## src/rtl/pipe_pkg.sv

```systemverilog
`default_nettype none
// +--------------------------------------------------------------------+
// | pipe_pkg                                                           |
// | Shared opcodes, instruction layout, bubble encoding, FSM states.   |
// | Revision: 1.0                                                      |
// +--------------------------------------------------------------------+
package pipe_pkg;

    localparam int INSTR_W  = 24;
    localparam int FUNC_LSB = 20;
    localparam int RS1_LSB  = 16;
    localparam int RS2_LSB  = 12;
    localparam int RD_LSB   = 8;
    localparam int ADDR_LSB = 0;

    localparam logic [3:0] OP_ADD   = 4'd0;
    localparam logic [3:0] OP_SUB   = 4'd1;
    localparam logic [3:0] OP_AND   = 4'd2;
    localparam logic [3:0] OP_PASSA = 4'd3;
    localparam logic [3:0] OP_OR    = 4'd4;
    localparam logic [3:0] OP_XOR   = 4'd5;
    localparam logic [3:0] OP_NOT   = 4'd6;
    localparam logic [3:0] OP_INC   = 4'd7;
    localparam logic [3:0] OP_DEC   = 4'd8;
    localparam logic [3:0] OP_LD    = 4'd9;
    localparam logic [3:0] OP_ST    = 4'd10;
    localparam logic [3:0] OP_SHL   = 4'd11;
    localparam logic [3:0] OP_HALT  = 4'd15;

    // A bubble copies regbank[0] onto itself, so it has no architectural effect
    localparam logic [3:0] BUB_FUNC = OP_PASSA;
    localparam logic [3:0] BUB_REG  = 4'd0;

    localparam logic [1:0] ST_IDLE = 2'd0;
    localparam logic [1:0] ST_RUN  = 2'd1;
    localparam logic [1:0] ST_HALT = 2'd2;

    // Field order matches the bit offsets above (func in the top nibble)
    typedef struct packed {
        logic [3:0] func;
        logic [3:0] rs1;
        logic [3:0] rs2;
        logic [3:0] rd;
        logic [7:0] addr;
    } instr_t;

endpackage
`default_nettype wire

```

## src/rtl/pipe_issue_fifo.sv

```systemverilog
`default_nettype none
// +--------------------------------------------------------------------+
// | pipe_issue_fifo                                                    |
// | Synchronous FIFO with combinational head read and occupancy count. |
// | Revision: 1.0                                                      |
// +--------------------------------------------------------------------+
module pipe_issue_fifo #(
    parameter int DEPTH = 8,
    parameter int WIDTH = 24
) (
    input  logic                     clk,
    input  logic                     rst_n,
    input  logic                     push,
    input  logic                     pop,
    input  logic [WIDTH-1:0]         wdata,
    output logic [WIDTH-1:0]         rdata,
    output logic [$clog2(DEPTH):0]   level,
    output logic                     full,
    output logic                     empty
);

    localparam int                  c_ADDR_W   = $clog2(DEPTH);
    localparam logic [c_ADDR_W-1:0] c_PTR_ONE  = c_ADDR_W'(1);
    localparam logic [c_ADDR_W:0]   c_LVL_ONE  = (c_ADDR_W + 1)'(1);
    localparam logic [c_ADDR_W:0]   c_LVL_FULL = (c_ADDR_W + 1)'(DEPTH);

    logic [WIDTH-1:0]    r_mem [DEPTH];
    logic [c_ADDR_W-1:0] r_wr_ptr;
    logic [c_ADDR_W-1:0] r_rd_ptr;
    logic [c_ADDR_W:0]   r_level;

    // Pointers wrap naturally because DEPTH is a power of two
    always_ff @(posedge clk or negedge rst_n) begin
        if (!rst_n) begin
            r_wr_ptr <= '0;
            r_rd_ptr <= '0;
            r_level  <= '0;
        end else begin
            if (push) r_wr_ptr <= r_wr_ptr + c_PTR_ONE;
            if (pop)  r_rd_ptr <= r_rd_ptr + c_PTR_ONE;
            case ({push, pop})
                2'b10:   r_level <= r_level + c_LVL_ONE;
                2'b01:   r_level <= r_level - c_LVL_ONE;
                default: r_level <= r_level;
            endcase
        end
    end

    always_ff @(posedge clk) begin
        if (push) r_mem[r_wr_ptr] <= wdata;
    end

    assign rdata = r_mem[r_rd_ptr];
    assign level = r_level;
    assign full  = (r_level == c_LVL_FULL);
    assign empty = (r_level == '0);

endmodule
`default_nettype wire

```

## src/rtl/pipe_issue.sv

```systemverilog
`default_nettype none
// +--------------------------------------------------------------------+
// | pipe_issue                                                         |
// | Issue stage: FIFO, RAW hazard bubbles and HALT handling for ALU.   |
// | Revision: 1.0                                                      |
// +--------------------------------------------------------------------+
module pipe_issue
    import pipe_pkg::*;
#(
    parameter int         DEPTH    = 8,
    parameter int         HAZ_WIN  = 3,
    parameter logic [7:0] BUB_ADDR = 8'hFF
) (
    input  logic                     clk,
    input  logic                     rst_n,
    input  logic                     in_valid,
    input  logic [23:0]              in_instr,
    output logic                     in_ready,
    input  logic                     go,
    input  logic                     resume,
    output logic [3:0]               func,
    output logic [3:0]               rs1,
    output logic [3:0]               rs2,
    output logic [3:0]               rd,
    output logic [7:0]               addr,
    output logic                     issue_valid,
    output logic                     halted,
    output logic [$clog2(DEPTH):0]   level,
    output logic [15:0]              stall_cnt
);

    logic [23:0]        w_head_word;
    instr_t             w_head;
    logic               w_full;
    logic               w_empty;
    logic               w_push;
    logic               w_pop;
    logic               w_issue;
    logic               w_halt_pop;
    logic               w_stall;
    logic               w_hazard;
    logic [HAZ_WIN-1:0] w_match;
    logic [1:0]         r_state;
    logic [1:0]         w_state_nxt;
    logic [HAZ_WIN-1:0] r_win_vld;
    logic [3:0]         r_win_rd [HAZ_WIN];
    instr_t             r_out;
    logic               r_issue_valid;
    logic               r_halted;
    logic [15:0]        r_stall_cnt;

    pipe_issue_fifo #(
        .DEPTH (DEPTH),
        .WIDTH (24)
    ) u_fifo (
        .clk   (clk),
        .rst_n (rst_n),
        .push  (w_push),
        .pop   (w_pop),
        .wdata (in_instr),
        .rdata (w_head_word),
        .level (level),
        .full  (w_full),
        .empty (w_empty)
    );

    assign w_head = instr_t'(w_head_word);

    for (genvar g = 0; g < HAZ_WIN; g++) begin : g_haz
        assign w_match[g] = r_win_vld[g] &&
                            ((r_win_rd[g] == w_head.rs1) || (r_win_rd[g] == w_head.rs2));
    end
    assign w_hazard = |w_match;

    // HALT at the head takes priority over any hazard it might raise
    always_comb begin
        w_state_nxt = r_state;
        w_issue     = 1'b0;
        w_halt_pop  = 1'b0;
        w_stall     = 1'b0;
        case (r_state)
            ST_IDLE: if (go) w_state_nxt = ST_RUN;
            ST_RUN: begin
                if (!w_empty) begin
                    if (w_head.func == OP_HALT) begin
                        w_halt_pop  = 1'b1;
                        w_state_nxt = ST_HALT;
                    end else if (w_hazard) begin
                        w_stall = 1'b1;
                    end else begin
                        w_issue = 1'b1;
                    end
                end
            end
            ST_HALT: if (resume) w_state_nxt = ST_RUN;
            default: w_state_nxt = ST_IDLE;
        endcase
    end

    // Pop depends only on registered state, so in_ready never loops back from in_valid
    assign w_pop    = w_issue | w_halt_pop;
    assign in_ready = !w_full || w_pop;
    assign w_push   = in_valid && in_ready;

    always_ff @(posedge clk or negedge rst_n) begin
        if (!rst_n) begin
            r_state       <= ST_IDLE;
            r_halted      <= 1'b0;
            r_issue_valid <= 1'b0;
            r_out         <= '{func: BUB_FUNC, rs1: BUB_REG, rs2: BUB_REG, rd: BUB_REG, addr: BUB_ADDR};
            r_stall_cnt   <= '0;
            r_win_vld     <= '0;
            for (int i = 0; i < HAZ_WIN; i++) r_win_rd[i] <= '0;
        end else begin
            r_state       <= w_state_nxt;
            r_halted      <= (w_state_nxt == ST_HALT);
            r_issue_valid <= w_issue;
            if (w_issue) r_out <= w_head;
            else         r_out <= '{func: BUB_FUNC, rs1: BUB_REG, rs2: BUB_REG, rd: BUB_REG, addr: BUB_ADDR};
            if (w_stall && (r_stall_cnt != 16'hFFFF)) r_stall_cnt <= r_stall_cnt + 16'd1;
            for (int i = HAZ_WIN - 1; i > 0; i--) begin
                r_win_vld[i] <= r_win_vld[i-1];
                r_win_rd[i]  <= r_win_rd[i-1];
            end
            r_win_vld[0] <= w_issue;
            r_win_rd[0]  <= w_head.rd;
        end
    end

    assign func        = r_out.func;
    assign rs1         = r_out.rs1;
    assign rs2         = r_out.rs2;
    assign rd          = r_out.rd;
    assign addr        = r_out.addr;
    assign issue_valid = r_issue_valid;
    assign halted      = r_halted;
    assign stall_cnt   = r_stall_cnt;

endmodule
`default_nettype wire

```

## config.mk

```make
export PLATFORM = sky130hd
export DESIGN_NAME = pipe_issue
export DESIGN_NICKNAME = d
export VERILOG_FILES = /design/src/rtl/pipe_pkg.sv /design/src/rtl/pipe_issue_fifo.sv /design/src/rtl/pipe_issue.sv
export SDC_FILE = /design/constraint.sdc
export NUM_CORES = 1
export LEC_CHECK = 0
export ABC_CLOCK_PERIOD_IN_PS = 16000
export BUFFER_PORTS_ARGS = -buffer_cell sky130_fd_sc_hd__buf_2
export CORE_MARGIN = 8
export CORE_UTILIZATION = 64
export DETAILED_ROUTE_END_ITERATION = 8
export PLACE_DENSITY = 0.84
export SYNTH_ARGS = -nofsm -noshare
export SYNTH_HDL_FRONTEND = slang
export SYNTH_SLANG_ARGS = --single-unit
```

## constraint.sdc

```tcl
create_clock -name clk -period 16 [get_ports clk]
set_clock_uncertainty 0.2 [all_clocks]
set_input_delay 0.8 -clock clk [delete_from_list [all_inputs] [get_ports clk]]
set_output_delay 0.8 -clock clk [all_outputs]
set_load 0.05 [all_outputs]
```

* After elaboration in Yosys (flattened, before gate mapping)
Memories as Yosys holds them, arrays and structs flattened.
Cells that the tools add are included.
** Word-level totals
- Register bits :: 69
- Bits in writable memories :: 192
- Memories kept :: 1
- Output and inout port bits :: 47
** Memory list
- u_fifo.r_mem :: depth 8, bits a word 24, rd ports 1, clocked after Yosys merged registers in 0, wr ports 1, line pipe_issue_fifo.sv:27 : logic [WIDTH-1:0] r_mem [DEPTH];
** Operators by class
- Bitwise operators :: 1
- Equality and inequality tests :: 14
- Add/sub/neg operators :: 5
- Multiplexer cells :: 20
- Reductions and logical operators :: 14
** Operators by type and width (count)
- equality test 4 bit :: 6
- two-way mux 24 bit :: 1
- adder 16 x 1 -> 16 bit (second input constant) :: 1
- != test 16 bit (second input constant) :: 1
- two-way mux 1 bit :: 13
- equality test 4 bit (second input constant) :: 2
- two-way mux 2 bit :: 4
- one-hot mux 4 bit (2 select lines) :: 1
- adder 3 x 1 -> 3 bit (second input constant) :: 2
- equality test 2 bit (second input constant) :: 3
- one-hot mux 2 bit (3 select lines) :: 1
- logical AND 1 bit :: 5
- adder 4 x 1 -> 4 bit (second input constant) :: 1
- equality test 2 x 1 -> 1 bit (second input constant) :: 2
- zero test 4 bit :: 1
- logical OR 1 bit :: 4
- subtractor 4 x 1 -> 4 bit (second input constant) :: 1
- OR reduction 3 bit :: 1
- zero test 2 bit :: 1
- nonzero test 2 bit :: 1
- zero test 1 bit :: 1
- OR 1 bit :: 1

* Logic depth before layout (Yosys ltp)
An unclocked memory read counts as a cell.
- Depth in word-level cells :: 14
- Depth in mapped cells :: 21

* By module
A second synthesis with hierarchy kept.
** Unflattened totals
- Cells, all modules :: 522
- Area total of the unflattened synthesis :: 10177.3 um^2
** Modules (own cells, without submodules)
- pipe_issue_fifo :: area an instance 7818.7 um^2, instances 1, cells each 332
- pipe_issue :: area an instance 2358.5 um^2, instances 1, cells each 190

* Least setup slack after synthesis
OpenSTA, ideal clock, no wires.
- Kind :: reg2reg
- Start :: reg u_fifo.r_rd_ptr[0]
- End :: mem u_fifo.r_mem[4][0], enable pin
- Period minus slack after synthesis :: 5.489 ns
- Data required time :: 15.326 ns
- Library setup time :: 0.474 ns
- Slack :: 10.511 ns
- Stages on the path, launching flop included :: 13
- Arrival time :: 4.815 ns
- Cells stage by stage :: dfrtp_1 -> buf_6 -> buf_12 -> mux4_2 -> mux2i_4 -> xnor2_1 -> nand3b_4 -> o22ai_2 -> nand3_1 -> and4b_1 -> buf_6 -> nor2_2 -> nor4b_1
** On the way
- Longest elaborated chain between the ends :: 14
- Elaborated cells on any way between the ends :: 27
- Classes of those cells :: eq/ne: 7; mux: 9; bitwise: 1; reduce/logical: 9; memory: 1
** Ends and longest elaborated chain
- start, declared :: line pipe_issue_fifo.sv:29 : logic [c_ADDR_W-1:0] r_rd_ptr;
- start signal, assigned :: line pipe_issue_fifo.sv:40 : if (pop) r_rd_ptr <= r_rd_ptr + c_PTR_ONE;
- memory read (8 x 24 bit) (*)
- equality test 4 bit :: line pipe_issue.sv:71 : ((r_win_rd[g] == w_head.rs1) || (r_win_rd[g] == w_head.rs2));
- logical OR 1 bit :: line pipe_issue.sv:71
- logical AND 1 bit :: line pipe_issue.sv:70 : assign w_match[g] = r_win_vld[g] &&
- OR reduction 3 bit :: line pipe_issue.sv:73 : assign w_hazard = |w_match;
- two-way mux 1 bit :: line pipe_issue.sv:88 : end else if (w_hazard) begin
- two-way mux 1 bit :: line pipe_issue.sv:85 : if (w_head.func == OP_HALT) begin
- two-way mux 1 bit :: line pipe_issue.sv:84 : if (!w_empty) begin
- two-way mux 1 bit :: line pipe_issue.sv:81 : case (r_state)
- OR 1 bit (*) :: line pipe_issue.sv:101 : assign w_pop = w_issue | w_halt_pop;
- logical OR 1 bit (*) :: line pipe_issue.sv:102 : assign in_ready = !w_full || w_pop;
- logical AND 1 bit (*) :: line pipe_issue.sv:103 : assign w_push = in_valid && in_ready;
- two-way mux 1 bit (*) :: line pipe_issue_fifo.sv:50 : if (push) r_mem[r_wr_ptr] <= wdata;
- two-way mux 1 bit (implied by the code) (*) :: line pipe_issue_fifo.sv:50
- end, declared :: line pipe_issue_fifo.sv:27
Mark *: on every way between the ends. The rest lies on a longest branch, timed or not.

* Worst setup path after layout
- Start :: reg u_fifo.r_rd_ptr[0]
- End :: out in_ready
** On the way
- Longest elaborated chain between the ends :: 11
- Elaborated cells on any way between the ends :: 24
- Classes of those cells :: eq/ne: 7; mux: 7; bitwise: 1; reduce/logical: 8; memory: 1
** Ends and longest elaborated chain
- memory read (8 x 24 bit) (*)
- equality test 4 bit :: line pipe_issue.sv:71
- logical OR 1 bit :: line pipe_issue.sv:71
- logical AND 1 bit :: line pipe_issue.sv:70
- OR reduction 3 bit :: line pipe_issue.sv:73
- two-way mux 1 bit :: line pipe_issue.sv:88
- two-way mux 1 bit :: line pipe_issue.sv:85
- two-way mux 1 bit :: line pipe_issue.sv:84
- two-way mux 1 bit :: line pipe_issue.sv:81
- OR 1 bit (*) :: line pipe_issue.sv:101
- logical OR 1 bit (*) :: line pipe_issue.sv:102
- end, declared :: line pipe_issue.sv:18 : output logic in_ready,
Marked as above.

==> results.sh <==
export IMPL_result_of_the_run="completed"
export IMPL_synth_edff_count=192
export IMPL_postSynth_topFlopCell="edfxtp_1"
export IMPL_crit_arrival_ns=4.73
export IMPL_static_leakage_power_nw=4.478
export IMPL_worst_slew_margin_relative_to_its_limit=0.3942
export IMPL_place_inst=874
export IMPL_cts_reportedPaths_clkPinSlew_ns=0.06
export IMPL_cts_sink_count=260
export IMPL_critical_path_capture_point_type="primary output"
export IMPL_synthDistinctLibCells=61
export IMPL_drt_wirelength_per_cell_um=23.13
export IMPL_layout_min_cycle_time_ns=5.734
export IMPL_ys_async_sr_fraction=0.2615
export IMPL_fp_row_count=46
export IMPL_holdBufCountCts=0
export IMPL_cp_cell_sequence="buf_4, mux4_1, mux2i_1, or4_1, nand3_1, and4b_1, nor2_2, inv_1, buf_2"
export IMPL_total_clock_buffers_created_by_cts=25
export IMPL_drtPass1Iterations=5
export IMPL_final_nets=720
export IMPL_io_buffer_count=75
export IMPL_hold_violations=0
export IMPL_hpwlAfterDp_um=12480
export IMPL_clock_tree_from_tritoncts="built"
export IMPL_slowest_stage="dfrtp_4"
export IMPL_tightestPinTransition_ns=0.9086
export IMPL_timing_fmax_ghz=0.1744
export IMPL_setup_tns_final_ns=0
export IMPL_vias=5713
export IMPL_finalSetupViolCount=0
export IMPL_io_pins=76
export IMPL_design_area_mm2=0.01191
export IMPL_max_cap_viol_count=0
export IMPL_floorplan_die_area_mm2=0.02072
export IMPL_clock_root_buffer="clkbuf_16"
export IMPL_pin_count_of_the_biggest_net_entering_global_routing=69
export IMPL_start_util=0.6571
export IMPL_max_stage_delay_ns=0.84
export IMPL_die_height_um=143.9
export IMPL_postCtsResizedCells=0
export IMPL_max_clock_path_buffers=3
export IMPL_critical_path_top_delay_family="simple AND/OR/NAND/NOR gates"
export IMPL_cts_max_level=1
export IMPL_dpl_cell_area_mm2=0.01110
export IMPL_cp_num_buf_inv=3
export IMPL_crit_share_post_route=0.3584
export IMPL_x_dimension_of_the_die_um=143.9
export IMPL_yosys_warning_count=0
export IMPL_worst_ir_drop_vdd_mv=0.1208
export IMPL_final_fill_count=950
export IMPL_syn_num_nets=629
export IMPL_routed_wl_um=21280
export IMPL_syn2layout_area_growth_pct=13.64
export IMPL_avg_cell_area_syn_um2=17.64
export IMPL_grt_setup_unrepaired="no"
export IMPL_ys_seq_area_frac=0.7140
export IMPL_wire_length_of_the_first_global_routing_pass_um=32570
export IMPL_detailed_route_drc_error_count=0
export IMPL_multiInputGateArea_mm2=0.002839
export IMPL_drt_antenna_violating_nets=0
export IMPL_worst_endpoint_required_ns=15.00
export IMPL_start_kind="register"
export IMPL_mappedNetlistArea_mm2=0.01048
export IMPL_antennaDiodeCount=0
export IMPL_final_seq_area_mm2=0.007483
export IMPL_core_mm2=0.01594
export IMPL_cellPowerDensity_mw_per_mm2=216.7
export IMPL_post_drt_via_cell_ratio=6.210
export IMPL_grt_remaining_overflow=0
export IMPL_timing_setup_critical_path_class="register to primary output"
export IMPL_grt_pass1_vias=5873
export IMPL_layoutNonFillerInstCount=920
export IMPL_grt_usage=0.2102
export IMPL_min_path_type="register to register"
export IMPL_initial_antenna_violation_count=1
export IMPL_synthesis_instances=594
export IMPL_worstSkewPairLatency_ns=0.53
export IMPL_routabilityCongestion=0.7754
export IMPL_critical_path_max_fanout=34
export IMPL_drt_iter0_markers=440
export IMPL_post_cts_repair_setup_buffers=0
export IMPL_drive_above_1_share=0.2741
export IMPL_slew_viol_final=0
export IMPL_synth_ff_latch_count=260
[synth_stat cells (4+ instances only)]
cell      count  area (um^2)
buf_2         5        25.02
mux2i_1      44        440.4
clkbuf_1      9        33.78
or3_1         9        56.30
xor2_1        6        52.55
ha_1          5        62.56
nor3_1       12        60.06
dfrtp_1      58         1451
a22o_1       15        131.4
mux4_2       30        675.7
o21ai_0      11        55.05
nor2_1       13        48.80
nand2_1      27        101.4
and2_1        6        37.54
xnor2_1      23        201.4
dfstp_2      10        262.8
nand3_1      10        50.05
edfxtp_1    192         5766
and3_1       11        68.82
mux4_1        4        105.1
mux2_2        6        67.56
buf_6         4        45.04
nand4_1       9        56.30
inv_1         8        30.03
nor4_1        5        31.28
a22oi_1       7        52.55
[cell families after synthesis]
logic type | synth area share
flops | 0.7140
simple gates | 0.06450
mux | 0.1291
compound gates | 0.03941
buf+inv | 0.01935
xor+xnor | 0.02580
fa+ha+maj | 0.007883
[power by group]
group          internal (mW)  switching [mW]
Clock                  0.338           0.243
Combinational          0.386           0.630
Sequential             0.888          0.0965
[metal layers]
layer	vias to the layer above	GRT usage	wire (um)
met5	-	0	13
li1	2505	-	-
met1	2951	0.2658	8588
met3	35	0.04214	1513
met4	2	0.05257	428
met2	220	0.3655	10730
[worst reg2reg max path, delay by kind of cell (launching register included)]
kind / cells / cell delay, ns
simple gates: 5 / 2.12
mux: 3 / 0.62
fa+ha+maj: 1 / 0.23
flops: 1 / 0.84
buf+inv: 2 / 0.74
compound gates: 3 / 0.46
[flip-flops by register name (all words and copies together), names as in the netlist, 4 cells and up]
| name | cells |
|---|---|
| stall_cnt | 16 |
| rs2 | 4 |
| rs1 | 4 |
| u_fifo.r_mem | 192 |
| func | 4 |
| addr | 8 |
| u_fifo.level | 4 |
| rd | 4 |
| r_win_rd | 12 |
[final timing paths]
kind                                                start                        endpoint  slack [ns]  cells past startpoint
max                        u_fifo.r_rd_ptr[0]$_DFFE_PN0N_                        in_ready       10.27                      9
min                                r_win_vld[1]$_DFF_PN0_          r_win_vld[2]$_DFF_PN0_        0.23                      0
max reg2reg                u_fifo.r_rd_ptr[0]$_DFFE_PN0N_     u_fifo.level[3]$_DFFE_PN0P_       10.67                     14
min reg2reg                        r_win_vld[1]$_DFF_PN0_          r_win_vld[2]$_DFF_PN0_        0.23                      0
max in group asynchronous                           rst_n  u_fifo.r_rd_ptr[0]$_DFFE_PN0N_       14.62                      2
min in group asynchronous                           rst_n                rs1[1]$_DFF_PN0_        0.29                      2
[cell type report]
| cell class | instances | share of cell area |
|---|---|---|
| well taps | 216 | 0.02270 |
| clock inverters | 15 | 0.01356 |
| inverters | 8 | 0.002522 |
| clock buffers | 31 | 0.05444 |
| flip-flops and latches | 260 | 0.6286 |
| multi-input cells | 302 | 0.2385 |
| repair buffers | 88 | 0.03973 |
[through the flow]
| step | utilization | power, mW | hold slack, ns | setup slack [ns] |
|---|---|---|---|---|
| 6_report | 0.7467 | 2.580 | 0.2337 | 10.27 |
| 5_1_grt | 0.7467 | 2.703 | 0.2435 | 9.968 |
| 4_1_cts | 0.7467 | 2.593 | 0.2326 | 10.24 |
| 3_5_place_dp | 0.6960 | 2.006 | 0.2192 | 10.70 |
| 3_3_place_gp | 0.6960 | 1.971 | 0.2074 | 10.91 |
| 2_1_floorplan | - | 1.781 | 0.1943 | 10.51 |
[placed cells by master (no fill, tap or decap), types with 8 or more instances in the layout]
cell type and n:
edfxtp_1 192, buf_2 75, dfrtp_1 57, mux2i_1 44, mux4_2 30, nand2_1 27
clkbuf_16 25, xnor2_1 23, a22o_1 15, nor2_1 13, buf_4 13, o21ai_0 11
and3_1 11, nand3_1 10, dfstp_2 10, or3_1 9, nand4_1 9, nor3_1 8
inv_1 8
Power figures use the tool's default switching activity.
